**config.mk**
```make
export PLATFORM = sky130hd
export DESIGN_NAME = idma_lite_req_arbiter
export DESIGN_NICKNAME = d
export VERILOG_FILES = /design/src/rtl/idma_lite_req_arbiter.sv
export SDC_FILE = /design/constraint.sdc
export NUM_CORES = 1
export LEC_CHECK = 0
export ABC_AREA = 1
export BUFFER_PORTS_ARGS = -buffer_cell sky130_fd_sc_hd__buf_2
export CAP_MARGIN = 20
export CORE_AREA = 4 4 289 291
export CTS_CLUSTER_SIZE = 14
export DETAILED_ROUTE_END_ITERATION = 12
export DIE_AREA = 0 0 293 295
export GPL_ROUTABILITY_DRIVEN = 0
export SLEW_MARGIN = 10
export SYNTH_ARGS = -nofsm -noshare
export SYNTH_HDL_FRONTEND = slang
export SYNTH_SLANG_ARGS = --single-unit
```
**constraint.sdc**
```tcl
create_clock -name clk_i -period 4.45 [get_ports clk_i]
set_clock_uncertainty 0.05 [all_clocks]
set_input_delay 0.89 -clock clk_i [delete_from_list [all_inputs] [get_ports clk_i]]
set_output_delay 0.89 -clock clk_i [all_outputs]
set_load 0.1 [all_outputs]
```
**src/rtl/idma_lite_req_arbiter.sv**
```systemverilog
// Round-robin request arbiter that lets NumChan channels share one iDMA backend.
// Responses return to their channels in issue order through a small routing FIFO of grant indices.
module idma_lite_req_arbiter #(
  parameter int NumChan        = 4,
  parameter int ReqWidth       = 128,
  parameter int RspWidth       = 40,
  parameter int MaxOutstanding = 4,
  localparam int CntWidth      = $clog2(MaxOutstanding + 1)
) (
  input  logic                        clk_i,
  input  logic                        rst_i,
  input  logic [NumChan-1:0]          ch_req_valid_i,
  output logic [NumChan-1:0]          ch_req_ready_o,
  input  logic [NumChan*ReqWidth-1:0] ch_req_i,
  output logic                        be_req_valid_o,
  input  logic                        be_req_ready_i,
  output logic [ReqWidth-1:0]         be_req_o,
  input  logic                        be_rsp_valid_i,
  output logic                        be_rsp_ready_o,
  input  logic [RspWidth-1:0]         be_rsp_i,
  output logic [NumChan-1:0]          ch_rsp_valid_o,
  input  logic [NumChan-1:0]          ch_rsp_ready_i,
  output logic [RspWidth-1:0]         ch_rsp_o,
  output logic [CntWidth-1:0]         outstanding_o,
  output logic                        busy_o
);

  localparam int IdxW = $clog2(NumChan);
  localparam int PtrW = $clog2(MaxOutstanding);

  typedef enum logic {
    IDLE   = 1'b0,
    LOCKED = 1'b1
  } state_e;

  state_e              state_q;
  logic [IdxW-1:0]     lock_idx_q;
  logic [IdxW-1:0]     rr_ptr_q;

  logic [IdxW-1:0]     fifo_mem_q [MaxOutstanding];
  logic [PtrW-1:0]     wr_ptr_q, rd_ptr_q;
  logic [CntWidth-1:0] count_q;

  logic [IdxW-1:0]     grant;
  logic                grant_valid;
  logic [IdxW:0]       rr_sum;
  logic                fifo_full, fifo_empty;
  logic [IdxW-1:0]     head;
  logic                req_hs, rsp_hs;

  assign fifo_full  = (count_q == CntWidth'(MaxOutstanding));
  assign fifo_empty = (count_q == '0);
  assign head       = fifo_mem_q[rd_ptr_q];

  // A held lock overrides the round-robin search so the presented payload stays stable.
  always_comb begin
    grant       = lock_idx_q;
    grant_valid = 1'b0;
    rr_sum      = '0;
    if (state_q == LOCKED) begin
      grant_valid = 1'b1;
    end else begin
      for (int i = 0; i < NumChan; i++) begin
        rr_sum = {1'b0, rr_ptr_q} + (IdxW+1)'(i);
        if (rr_sum >= (IdxW+1)'(NumChan)) rr_sum = rr_sum - (IdxW+1)'(NumChan);
        if (!grant_valid && ch_req_valid_i[rr_sum[IdxW-1:0]]) begin
          grant       = rr_sum[IdxW-1:0];
          grant_valid = 1'b1;
        end
      end
    end
  end

  // Gating with rst_i keeps every handshake output low for the whole reset pulse.
  assign be_req_valid_o = grant_valid && !fifo_full && !rst_i;
  assign be_req_o       = ch_req_i[grant*ReqWidth +: ReqWidth];
  assign req_hs         = be_req_valid_o && be_req_ready_i;

  always_comb begin
    ch_req_ready_o        = '0;
    ch_req_ready_o[grant] = req_hs;
  end

  assign be_rsp_ready_o = ch_rsp_ready_i[head] && !fifo_empty;
  assign rsp_hs         = be_rsp_valid_i && be_rsp_ready_o;
  assign ch_rsp_o       = be_rsp_i;

  always_comb begin
    ch_rsp_valid_o       = '0;
    ch_rsp_valid_o[head] = be_rsp_valid_i && !fifo_empty;
  end

  assign outstanding_o = count_q;
  assign busy_o        = (count_q != '0) || be_req_valid_o;

  // NOTE: sequential state uses non-blocking assignments so every register samples pre-edge values.
  always_ff @(posedge clk_i or posedge rst_i) begin
    if (rst_i) begin
      state_q    <= IDLE;
      lock_idx_q <= '0;
      rr_ptr_q   <= '0;
    end else begin
      case (state_q)
        IDLE: if (be_req_valid_o && !be_req_ready_i) begin
          state_q    <= LOCKED;
          lock_idx_q <= grant;
        end
        LOCKED: if (be_req_ready_i) state_q <= IDLE;
        default: state_q <= IDLE;
      endcase
      if (req_hs) rr_ptr_q <= (grant == IdxW'(NumChan - 1)) ? '0 : grant + 1'b1;
    end
  end

  always_ff @(posedge clk_i or posedge rst_i) begin
    if (rst_i) begin
      wr_ptr_q <= '0;
      rd_ptr_q <= '0;
      count_q  <= '0;
    end else begin
      if (req_hs) wr_ptr_q <= (wr_ptr_q == PtrW'(MaxOutstanding - 1)) ? '0 : wr_ptr_q + 1'b1;
      if (rsp_hs) rd_ptr_q <= (rd_ptr_q == PtrW'(MaxOutstanding - 1)) ? '0 : rd_ptr_q + 1'b1;
      case ({req_hs, rsp_hs})
        2'b10:   count_q <= count_q + 1'b1;
        2'b01:   count_q <= count_q - 1'b1;
        default: count_q <= count_q;
      endcase
    end
  end

  // NOTE: routing storage has no reset; entries are only read while count_q says they are valid.
  always_ff @(posedge clk_i) begin
    if (req_hs) fifo_mem_q[wr_ptr_q] <= grant;
  end

endmodule

```
# Word level (Yosys, flattened, before mapping)
# Memory sizes are Yosys's and may differ from the RTL's.
# Cells that the tools add are included.
dict set report totals {
  ff_bits 12
  memories 1
  out_inout_bits 182
  mem_bits_rw 8
}
# name depth width rd rd_ports_with_merged_regs wr line
set memory_table {}
lappend memory_table {fifo_mem_q 4 2 1 0 1 40} ;# logic [IdxW-1:0] fifo_mem_q [MaxOutstanding];
dict set report classes {
  n_eq_ne 6
  n_shift 1
  bitwise 3
  magnitude_cmp 12
  n_addsub 12
  n_reduce_logical 24
  n_mux 44
}
# cell count
set op_table {}
lappend op_table {{$shiftx 512x10->128} 1}
lappend op_table {{$mux 2} 16}
lappend op_table {{$mux 1} 19}
lappend op_table {{$lt 2x3->1 const B} 6}
lappend op_table {{$logic_and 1x1->1} 12}
lappend op_table {{$bmux 1 s2} 5}
lappend op_table {{$ge 3x3->1 const B} 3}
lappend op_table {{$and 4x4->4} 2}
lappend op_table {{$eq 2x2->1 const B} 4}
lappend op_table {{$sub 2x1->2 const B} 4}
lappend op_table {{$logic_not 1->1} 7}
lappend op_table {{$add 2x1->2 const B} 3}
lappend op_table {{$add 2x2->3 const B} 2}
lappend op_table {{$pmux 3 s2} 1}
lappend op_table {{$demux 1 s2} 2}
lappend op_table {{$ge 2x1->1 const B} 2}
lappend op_table {{$add 2x1->3 const B} 1}
lappend op_table {{$add 3x1->3 const B} 1}
lappend op_table {{$eq 3x3->1 const B} 1}
lappend op_table {{$ge 2x3->1 const B} 1}
lappend op_table {{$logic_not 3->1} 1}
lappend op_table {{$reduce_bool 3->1} 1}
lappend op_table {{$sub 3x1->3 const B} 1}
lappend op_table {{$eq 2x1->1 const B} 1}
lappend op_table {{5 further kinds} 5}

# Depth between registers and ports, before layout
# Gate-level depths: netlist (run 1).
dict set report depth {
  depth_word 24
  mapped_depth 20
  mapped_depth_nobuf 18
}

# Worst setup path before layout (run 1)
# Ideal clock, no wire load.
dict set report synth_path {
  kind {input port to output port}
  startpoint {input port ch_req_valid_i[3]}
  endpoint {output port ch_req_ready_o[3]}
  setup_slack_ns 0.062
  n_path_buf 1
  arrival_ns 3.448
  required_ns 3.510
  cell_stages 15
  path_cell_list {inv_1 -> nand2_1 -> nand3_2 -> nand2_2 -> nor2_8 -> nand3_2 -> nand2_1 -> nand3_1 -> nand2_2 -> nand2_4 -> buf_4 -> inv_1 -> ha_1 -> inv_1 -> nor2_1}
}
dict set report synth_via {
  elab_chain_len 21
  elab_cells_between_ends 36
  classes_between {order compare (2); mux (23); bitwise (1); reduce/logical (10)}
}
# item line
set synth_lines {}
lappend synth_lines {{start, declared} 12} ;# input logic [NumChan-1:0] ch_req_valid_i,
lappend synth_lines {{$bmux 1 s2} 66} ;# if (!grant_valid && ch_req_valid_i[rr_sum[IdxW-1:0]]) begin
lappend synth_lines {{$mux 1 (implied by the code)} 66}
lappend synth_lines {{$mux 1} 66}
lappend synth_lines {{$mux 1} 60} ;# if (state_q == LOCKED) begin
lappend synth_lines {{$logic_not 1->1} 66}
lappend synth_lines {{$logic_and 1x1->1} 66}
lappend synth_lines {{$mux 1} 66}
lappend synth_lines {{$mux 1} 60}
lappend synth_lines {{[6 not listed]} -}
lappend synth_lines {{$mux 2 (*)} 66}
lappend synth_lines {{$mux 2 (*)} 60}
lappend synth_lines {{named net grant[0]} 44} ;# logic [IdxW-1:0] grant;
lappend synth_lines {{$lt 2x3->1 (implied by the code) / $ge 2x1->1 (equally long branches)} 81} ;# ch_req_ready_o[grant] = req_hs;
lappend synth_lines {{$logic_and 1x1->1 (implied by the code)} 81}
lappend synth_lines {{$mux 1 (implied by the code)} 81}
lappend synth_lines {{$demux 1 s2 (*)} 81}
lappend synth_lines {{$and 4x4->4 (no source line) (*)} -}
lappend synth_lines {{end, declared} 13} ;# output logic [NumChan-1:0] ch_req_ready_o,
# Mark *: on every way through the listed nets, which the timed path passes. The rest lies on a longest branch. The select of a mux whose other input is x is not followed.

# Worst setup path in the final report (run 1)
dict set report layout_path {
  startpoint {input port ch_req_valid_i[3]}
  endpoint {output port be_req_o[4]}
}
dict set report layout_via {
  elab_chain_len 17
  elab_cells_between_ends 26
  classes_between {shift (1); mux (19); reduce/logical (6)}
}
# item line
set layout_lines {}
lappend layout_lines {{$bmux 1 s2} 66}
lappend layout_lines {{$mux 1 (implied by the code)} 66}
lappend layout_lines {{$mux 1} 66}
lappend layout_lines {{$mux 1} 60}
lappend layout_lines {{$logic_not 1->1} 66}
lappend layout_lines {{$logic_and 1x1->1} 66}
lappend layout_lines {{$mux 1} 66}
lappend layout_lines {{$mux 1} 60}
lappend layout_lines {{$logic_not 1->1} 66}
lappend layout_lines {{$logic_and 1x1->1} 66}
lappend layout_lines {{$mux 1} 66}
lappend layout_lines {{$mux 1} 60}
lappend layout_lines {{$logic_not 1->1} 66}
lappend layout_lines {{$logic_and 1x1->1} 66}
lappend layout_lines {{$mux 2 (*)} 66}
lappend layout_lines {{$mux 2 (*)} 60}
lappend layout_lines {{$shiftx 512x10->128 (*)} 76} ;# assign be_req_o = ch_req_i[grant*ReqWidth +: ReqWidth];
lappend layout_lines {{end, declared} 17} ;# output logic [ReqWidth-1:0] be_req_o,
# Mark *: on every way between the ends. The rest lies on a longest branch, timed or not. The select of a mux whose other input is x is not followed.

==> results of run 1 <==
==> path summary, 6_finish.rpt <==
path                              startpoint                to  slack [ps]
max reg2reg                      rr_ptr_q[0]  outstanding_o[2]        1230
min reg2reg                    lock_idx_q[1]     lock_idx_q[1]         490
min in group asynchronous              rst_i  outstanding_o[1]         620
max in group asynchronous              rst_i           state_q        3390
max                        ch_req_valid_i[3]       be_req_o[4]         340
min                            lock_idx_q[1]     lock_idx_q[1]         490
==> tightest hold or removal path: stages (launching register included) <==
cell and delay, ps:
dfrtp_1 380, nand2_1 60, o21ai_0 60
==> layer usage <==
metal / track usage / wire length [um]
met5: 0 / 41
met4: 0.0437 / 2270
met3: 0.0316 / 5010
met2: 0.177 / 23000
met1: 0.120 / 18800
==> kinds of logic (layout without fill, tap and decap cells) <==
family                     after synthesis  in the layout  share of synthesized area
AOI/OAI and AO/OA                       20             20                     0.0128
xor gates and xnor gates                 2              2                    0.00209
adders and majority gates               11             11                     0.0173
buffers and inverters                  708           1278                      0.362
DFF                                     20             20                     0.0645
other                                    0              5                          0
and+or+nand+nor                       1013           1013                      0.541
==> cells in the mapped netlist (3+ instances only) <==
cell type    n
inv_1      549
nand3_1    522
nand2_1    456
buf_4       65
buf_2       47
clkbuf_1    32
nor2_1      19
dfrtp_1     12
ha_1        10
o21ai_0     10
buf_6        8
edfxtp_1     8
nand2_2      5
o21ai_1      5
nand3_2      4
clkbuf_4     3
inv_2        3
==> placed cells by master, fill, tap and decap left out, drive strengths merged <==
cell type	count
nand2	463
fa	1
clkbuf	4
edfxtp	8
ha	10
nand3	526
a31oi	1
buf	721
o211ai	1
clkinv	1
nand4	1
nor3	2
diode	5
nor2	21
xnor2	2
dfrtp	12
o21ai	15
inv	552
a21oi	3
==> registers in the layout (all words and copies together), names as in the netlist <==
name           flops
fifo_mem_q         8
rd_ptr_q           2
rr_ptr_q           2
outstanding_o      3
wr_ptr_q           2
state_q            1
lock_idx_q         2
==> per-stage QoR <==
step / area, um2 / util / instances
global placement: 14700 / 0.182 / 3400
floorplan: 8380 / - / 1774
global route: 14800 / 0.183 / 3406
CTS: 14800 / 0.183 / 3404
finish: 14800 / 0.183 / 3409
detailed placement: 14700 / 0.182 / 3400
==> cell type report <==
type | instances | area share
clock buffers | 4 | 0.00602
inverters | 553 | 0.141
diodes | 5 | 0.000847
repair buffers | 721 | 0.397
multi-input cells | 1046 | 0.329
flip-flops and latches | 20 | 0.0366
well taps | 1060 | 0.0898
==> summary.txt, run 1 <==
Critical path
  • WP depth: 17
  • Setup crit end kind: output port
  • CP max stage cell: buf_12
  • Setup Crit Path Kind: in -> out
  • Critical path's top delay family: simple AND/OR/NAND/NOR gates
  • Worst EP arrival: between 3000 and 4000 ps
  • R2r worst-path depth: 19
  • Maximum fanout along the worst path: 39
  • Crit path launch type: input port
  • Cell mode on critical path: nand2_1
  • Crit-path max cell delay: 240 ps
  • Critical path cell sequence: buf_2 > inv_1 > nand2_1 > nand3_2 > nand2_2 > nor2_8 > nand3_2 > o21ai_1 > inv_1 > nand2_1 > nand2_1 > nand2_4 > buf_12 > buf_4 > nand3_1 > nand2_1 > buf_12
  • CP bufs+invs: 6
  • WP data required: between 3000 and 4000 ps

GRT
  • Vias in the first global route: 11.9k
  • GR Overflow Total: 0
  • Initial antenna violation count: 15
  • Largest net degree at the start of global routing: 123
  • GRT Overall Usage: 0.104
  • First-pass GRT wire length: approximately 69000 um

Place
  • I/O Buffers: 665
  • Dpl hpwl: 42600 um
  • Place WS: 365 ps

Clock tree
  • Clock tree sinks: 20
  • Post-CTS Setup Bufs: 0
  • Clock buffer count from CTS: 3
  • Clock insertion delay at the later pin of the skew report: 250 ps
  • Clk pin slew, worst setup/hold paths: 50 ps
  • CTS max path bufs: 2
  • Post_cts resized: 0
  • Post-CTS Hold Buffers: 0
  • # H-tree levels: 1
  • CTS tree: yes
  • Root buffer cell: clkbuf_16

Floorplan
  • Die Wd: 293 um
  • Core area: approximately 81000 um2
  • Initial Util: 0.104
  • Total die area: 86400 um2
  • Die Span Y: a little under 300 um
  • Num rows: 104
  • IO Pins: 746

Route
  • WL final: roughly 50000 um
  • Via count: 12.5k
  • DR pass1 iterations: 5
  • DRC: 0
  • Wire per inst: 14.4 um
  • Iter 0 DRT Violations: 636
  • Post-DRT Antenna Nets: 0
  • Vias/cell: 3.66

Hold path
  • WHS Path Cells: 2
  • Worst hold-check path type: reg -> reg

Final layout
  • Footprint of the multi-input gates: 4850 um2
  • Area growth, synth to finish: 76.2%
  • Register area: 541 um2
  • Fraction of layout cells with a size suffix above 1: 0.317
  • NumNets Final: 2920
  • # fillers: between 9k and 10k

STA
  • Hold Vio Cnt, Final: 0
  • Setup Viol. Count Final: 0
  • Post-route setup TNS: 0 ps
  • Final worst hold slack: 488 ps
  • Slew Viols, Final: 0
  • Crit path time final: 4110 ps
  • Final worst-path setup slack: ~340 ps
  • FMAX: 243 MHz
  • Slew margin rel.: 0.482
  • Tightest Pin Transition: 777 ps
  • Final period utilization: 0.924
  • Unrepaired setup endpoints after global routing: false

Synthesis
  • Number of flops mapped to enable cells by yosys: 8
  • Ys flop type: dfrtp_1
  • Synthesized area: 8380 um2
  • Largest area contributor in the netlist: nand3_1
  • Top-area cell type share of the netlist area: 0.312
  • Ys async rst share: 0.600
  • Ys Warns: 0
  • Synth Area per Inst: about 4.7 um2
  • Syn Inst Count: 1774
  • Part of the Yosys area used for sequential elements: 0.0645
  • Syn_nets: 2349
  • Largest cells by area after synthesis: nand3_1 (31%), inv_1 (25%), nand2_1 (20%)
  • Library cells used by synthesis: 29
  • Synthesized flop and latch total: 20

Status
  • Status: finished clean

Job
  • Max-cap viol count: 0
Power of run 1 is not shown: default switching activity piles up to over one toggle a cycle in this logic, so the estimate is an artifact.
==> inputs of run 2 (changes only) <==
--- a/config.mk
+++ b/config.mk
@@ -6,12 +6,12 @@
 export NUM_CORES = 1
 export LEC_CHECK = 0
 export ABC_AREA = 1
-export BUFFER_PORTS_ARGS = -buffer_cell sky130_fd_sc_hd__buf_2
 export CAP_MARGIN = 20
-export CORE_AREA = 4 4 289 291
+export CORE_AREA = 4 4 288 290
 export CTS_CLUSTER_SIZE = 14
 export DETAILED_ROUTE_END_ITERATION = 12
-export DIE_AREA = 0 0 293 295
+export DIE_AREA = 0 0 292 294
+export DONT_BUFFER_PORTS = 1
 export GPL_ROUTABILITY_DRIVEN = 0
 export SLEW_MARGIN = 10
 export SYNTH_ARGS = -nofsm -noshare
==> run 2 against run 1 <==
Critical path depth unchanged; sequential share of layout area is 0.82 points higher; highest routed layer unchanged; final cell count decreased by 16%; global-route usage down 0.37 points; register-to-register slack worse by 170 ps; utilization decreased by 3.3 points; critical endpoint unchanged; worst setup slack worse by 58 ps.
==> summary.txt, run 2 (synthesized netlist as in run 1, its figures left out) <==
Final layout
  • Fraction of layout cells with a size suffix above 1: 0.116 (-0.202)
  • NumNets Final: 2376 (-19%)
  • Footprint of the multi-input gates: 4870 um2 (+0.41%)
  • Number of flip-flops in the largest register: 8 (unchanged)
  • Commonest cells after routing, fill and taps aside: inv_1 (549), nand3_1 (522), nand2_1 (454)
  • Area growth, synth to finish: 43.9%
  • # fillers: 9332 (+0.35%)
  • Register area: 541 um2 (unchanged)
  • Reg with most FFs: fifo_mem_q
  • Most common cell after layout, fill and taps aside: inv_1

Floorplan
  • Initial Util: 0.104 (+0.000337)
  • Die Wd: 292 um (-0.34%)
  • Core area: 80300 um2 (-0.32%)
  • Die Span Y: 294 um (-0.34%)
  • Total die area: 85800 um2 (-0.68%)
  • IO Pins: 746 (unchanged)
  • Num rows: 104 (unchanged)

Critical path
  • R2r worst-path depth: 17 (-2)
  • Cell mode on critical path: nand2_1
  • Critical path cell sequence: inv_2 > nand2_1 > nand2_1 > nand2_1 > nand2_4 > nor2_8 > nand3_2 > nand2_1 > nand3_1 > nand2_8 > nand2_8 > buf_12 > buf_4 > nand2_1 > nand3_1 > nand2_1 > buf_12
  • Setup crit end kind: output port
  • Setup Crit Path Kind: reg -> out
  • CP bufs+invs: 4 (-2)
  • Crit-path max cell delay: 550 ps (+310 ps)
  • WP depth: 17 (unchanged)
  • Maximum fanout along the worst path: 35 (-10%)
  • WP data required: 3510 ps (about the same)
  • Crit path launch type: flip-flop
  • Critical path's top delay family: simple AND/OR/NAND/NOR gates
  • Worst EP arrival: 3230 ps (+60 ps)
  • CP max stage cell: dfrtp_1

Clock tree
  • CTS tree: yes
  • Clk pin slew, worst setup/hold paths: 60 ps (about the same)
  • Root buffer cell: clkbuf_16
  • Post-CTS Hold Buffers: 0 (unchanged)
  • Clock tree sinks: 20 (unchanged)
  • # H-tree levels: 1 (unchanged)
  • CTS max path bufs: 2 (unchanged)
  • Clock insertion delay at the later pin of the skew report: 250 ps (about the same)
  • Post_cts resized: 0 (unchanged)
  • Clock buffer count from CTS: 3 (unchanged)
  • Post-CTS Setup Bufs: 0 (unchanged)

STA
  • Slew margin rel.: 0.383 (-0.0988)
  • Post-route setup TNS: 0 ps (unchanged)
  • Tightest Pin Transition: 923 ps (+146 ps)
  • Final period utilization: 0.937 (+0.0130)
  • Crit path time final: 4170 ps (+58.0 ps)
  • Setup Viol. Count Final: 0 (unchanged)
  • Unrepaired setup endpoints after global routing: false
  • FMAX: 240 MHz (-1.4%)
  • Hold Vio Cnt, Final: 0 (unchanged)
  • Slew Viols, Final: 0 (unchanged)

Route
  • WL final: 46900 um (-4.5%)
  • Vias/cell: 3.80 (+3.9%)
  • Post-DRT Antenna Nets: 0 (unchanged)
  • DR pass1 iterations: 5 (unchanged)
  • Wire per inst: 16.4 um (+14%)
  • DRC: 0 (unchanged)
  • Iter 0 DRT Violations: 767 (+21%)
  • Via count: 10.9k (-13%)

Place
  • I/O Buffers: 0 (-100%)
  • Dpl hpwl: 40200 um (-5.5%)

GRT
  • First-pass GRT wire length: 65500 um (-5.7%)
  • Initial antenna violation count: 18 (+3)
  • Vias in the first global route: 10.3k (-13%)
  • GRT Overall Usage: 0.0999 (-0.00371)
  • GR Overflow Total: 0 (unchanged)
  • Largest net degree at the start of global routing: 130 (+5.7%)

Hold path
  • Worst hold-check path type: in -> async

Status
  • Status: finished clean

Job
  • Max-cap viol count: 0 (unchanged)
==> run 2: cell types whose count changed in the layout (fill, tap and decap cells not counted) <==
cell and change:
buf_2 -533, buf_4 -12, nor2_1 -8, nor2_2 +8
diode_2 -2, buf_12 +1, bufinv_16 +1, clkbuf_8 -1
==> run 2: worst reg2reg max path, stage by stage, from the launching register on <==
cell,delay [ps]
dfrtp_1,490
inv_1,120
o21ai_0,190
nand2_1,140
nand2_1,120
nor2_1,50
nor3_1,390
nand2_1,90
inv_1,70
buf_4,290
nand2_1,160
inv_1,130
ha_1,150
inv_1,60
fa_1,370
a21oi_1,140
o21ai_0,120
xnor2_1,130
==> run 2: routing by layer <==
layer / share of wire / global-route usage / wire length [um] / up-vias
li1: - / - / - / 5240
met1: 0.39 / 0.119 / 18300 / 4916
met2: 0.47 / 0.170 / 22100 / 640
met3: 0.098 / 0.0318 / 4600 / 86
met4: 0.039 / 0.0343 / 1850 / 10
met5: 0.0013 / 0 / 60 / -
==> run 2: layout make-up <==
cell class / instances / area share
diodes: 3 / 0.000623
inverters: 553 / 0.172
clock buffers: 3 / 0.00623
flip-flops and latches: 20 / 0.0448
multi-input cells: 1046 / 0.404
repair buffers: 177 / 0.260
clock inverters: 1 / 0.00249
well taps: 1060 / 0.110
==> run 2: final timing paths <==
check / start / to / slack, ps
worst min-delay path: rst_i / outstanding_o[2] / 500
worst max register to register: rd_ptr_q[0] / outstanding_o[2] / 1060
worst max-delay path: rr_ptr_q[0] / be_req_o[4] / 280
min in group clk_i: lock_idx_q[1] / lock_idx_q[1] / 500
worst min register to register: lock_idx_q[1] / lock_idx_q[1] / 500
max in group asynchronous: rst_i / state_q / 3500
==> run 2: through the flow <==
stage | worst slack [ps] | cell area (um2) | instances | util | hold WS, ps
6_report | 280 | 12100 | 2863 | 0.150 | 499
5_1_grt | 43.5 | 12100 | 2860 | 0.150 | 529
4_1_cts | 310 | 12100 | 2860 | 0.150 | 507
3_5_place_dp | 401 | 11900 | 2856 | 0.149 | 493
3_3_place_gp | 420 | 11900 | 2856 | 0.149 | 481
2_1_floorplan | 62.0 | 8380 | 1774 | - | 419
Power of run 2 is left out for the same reason.
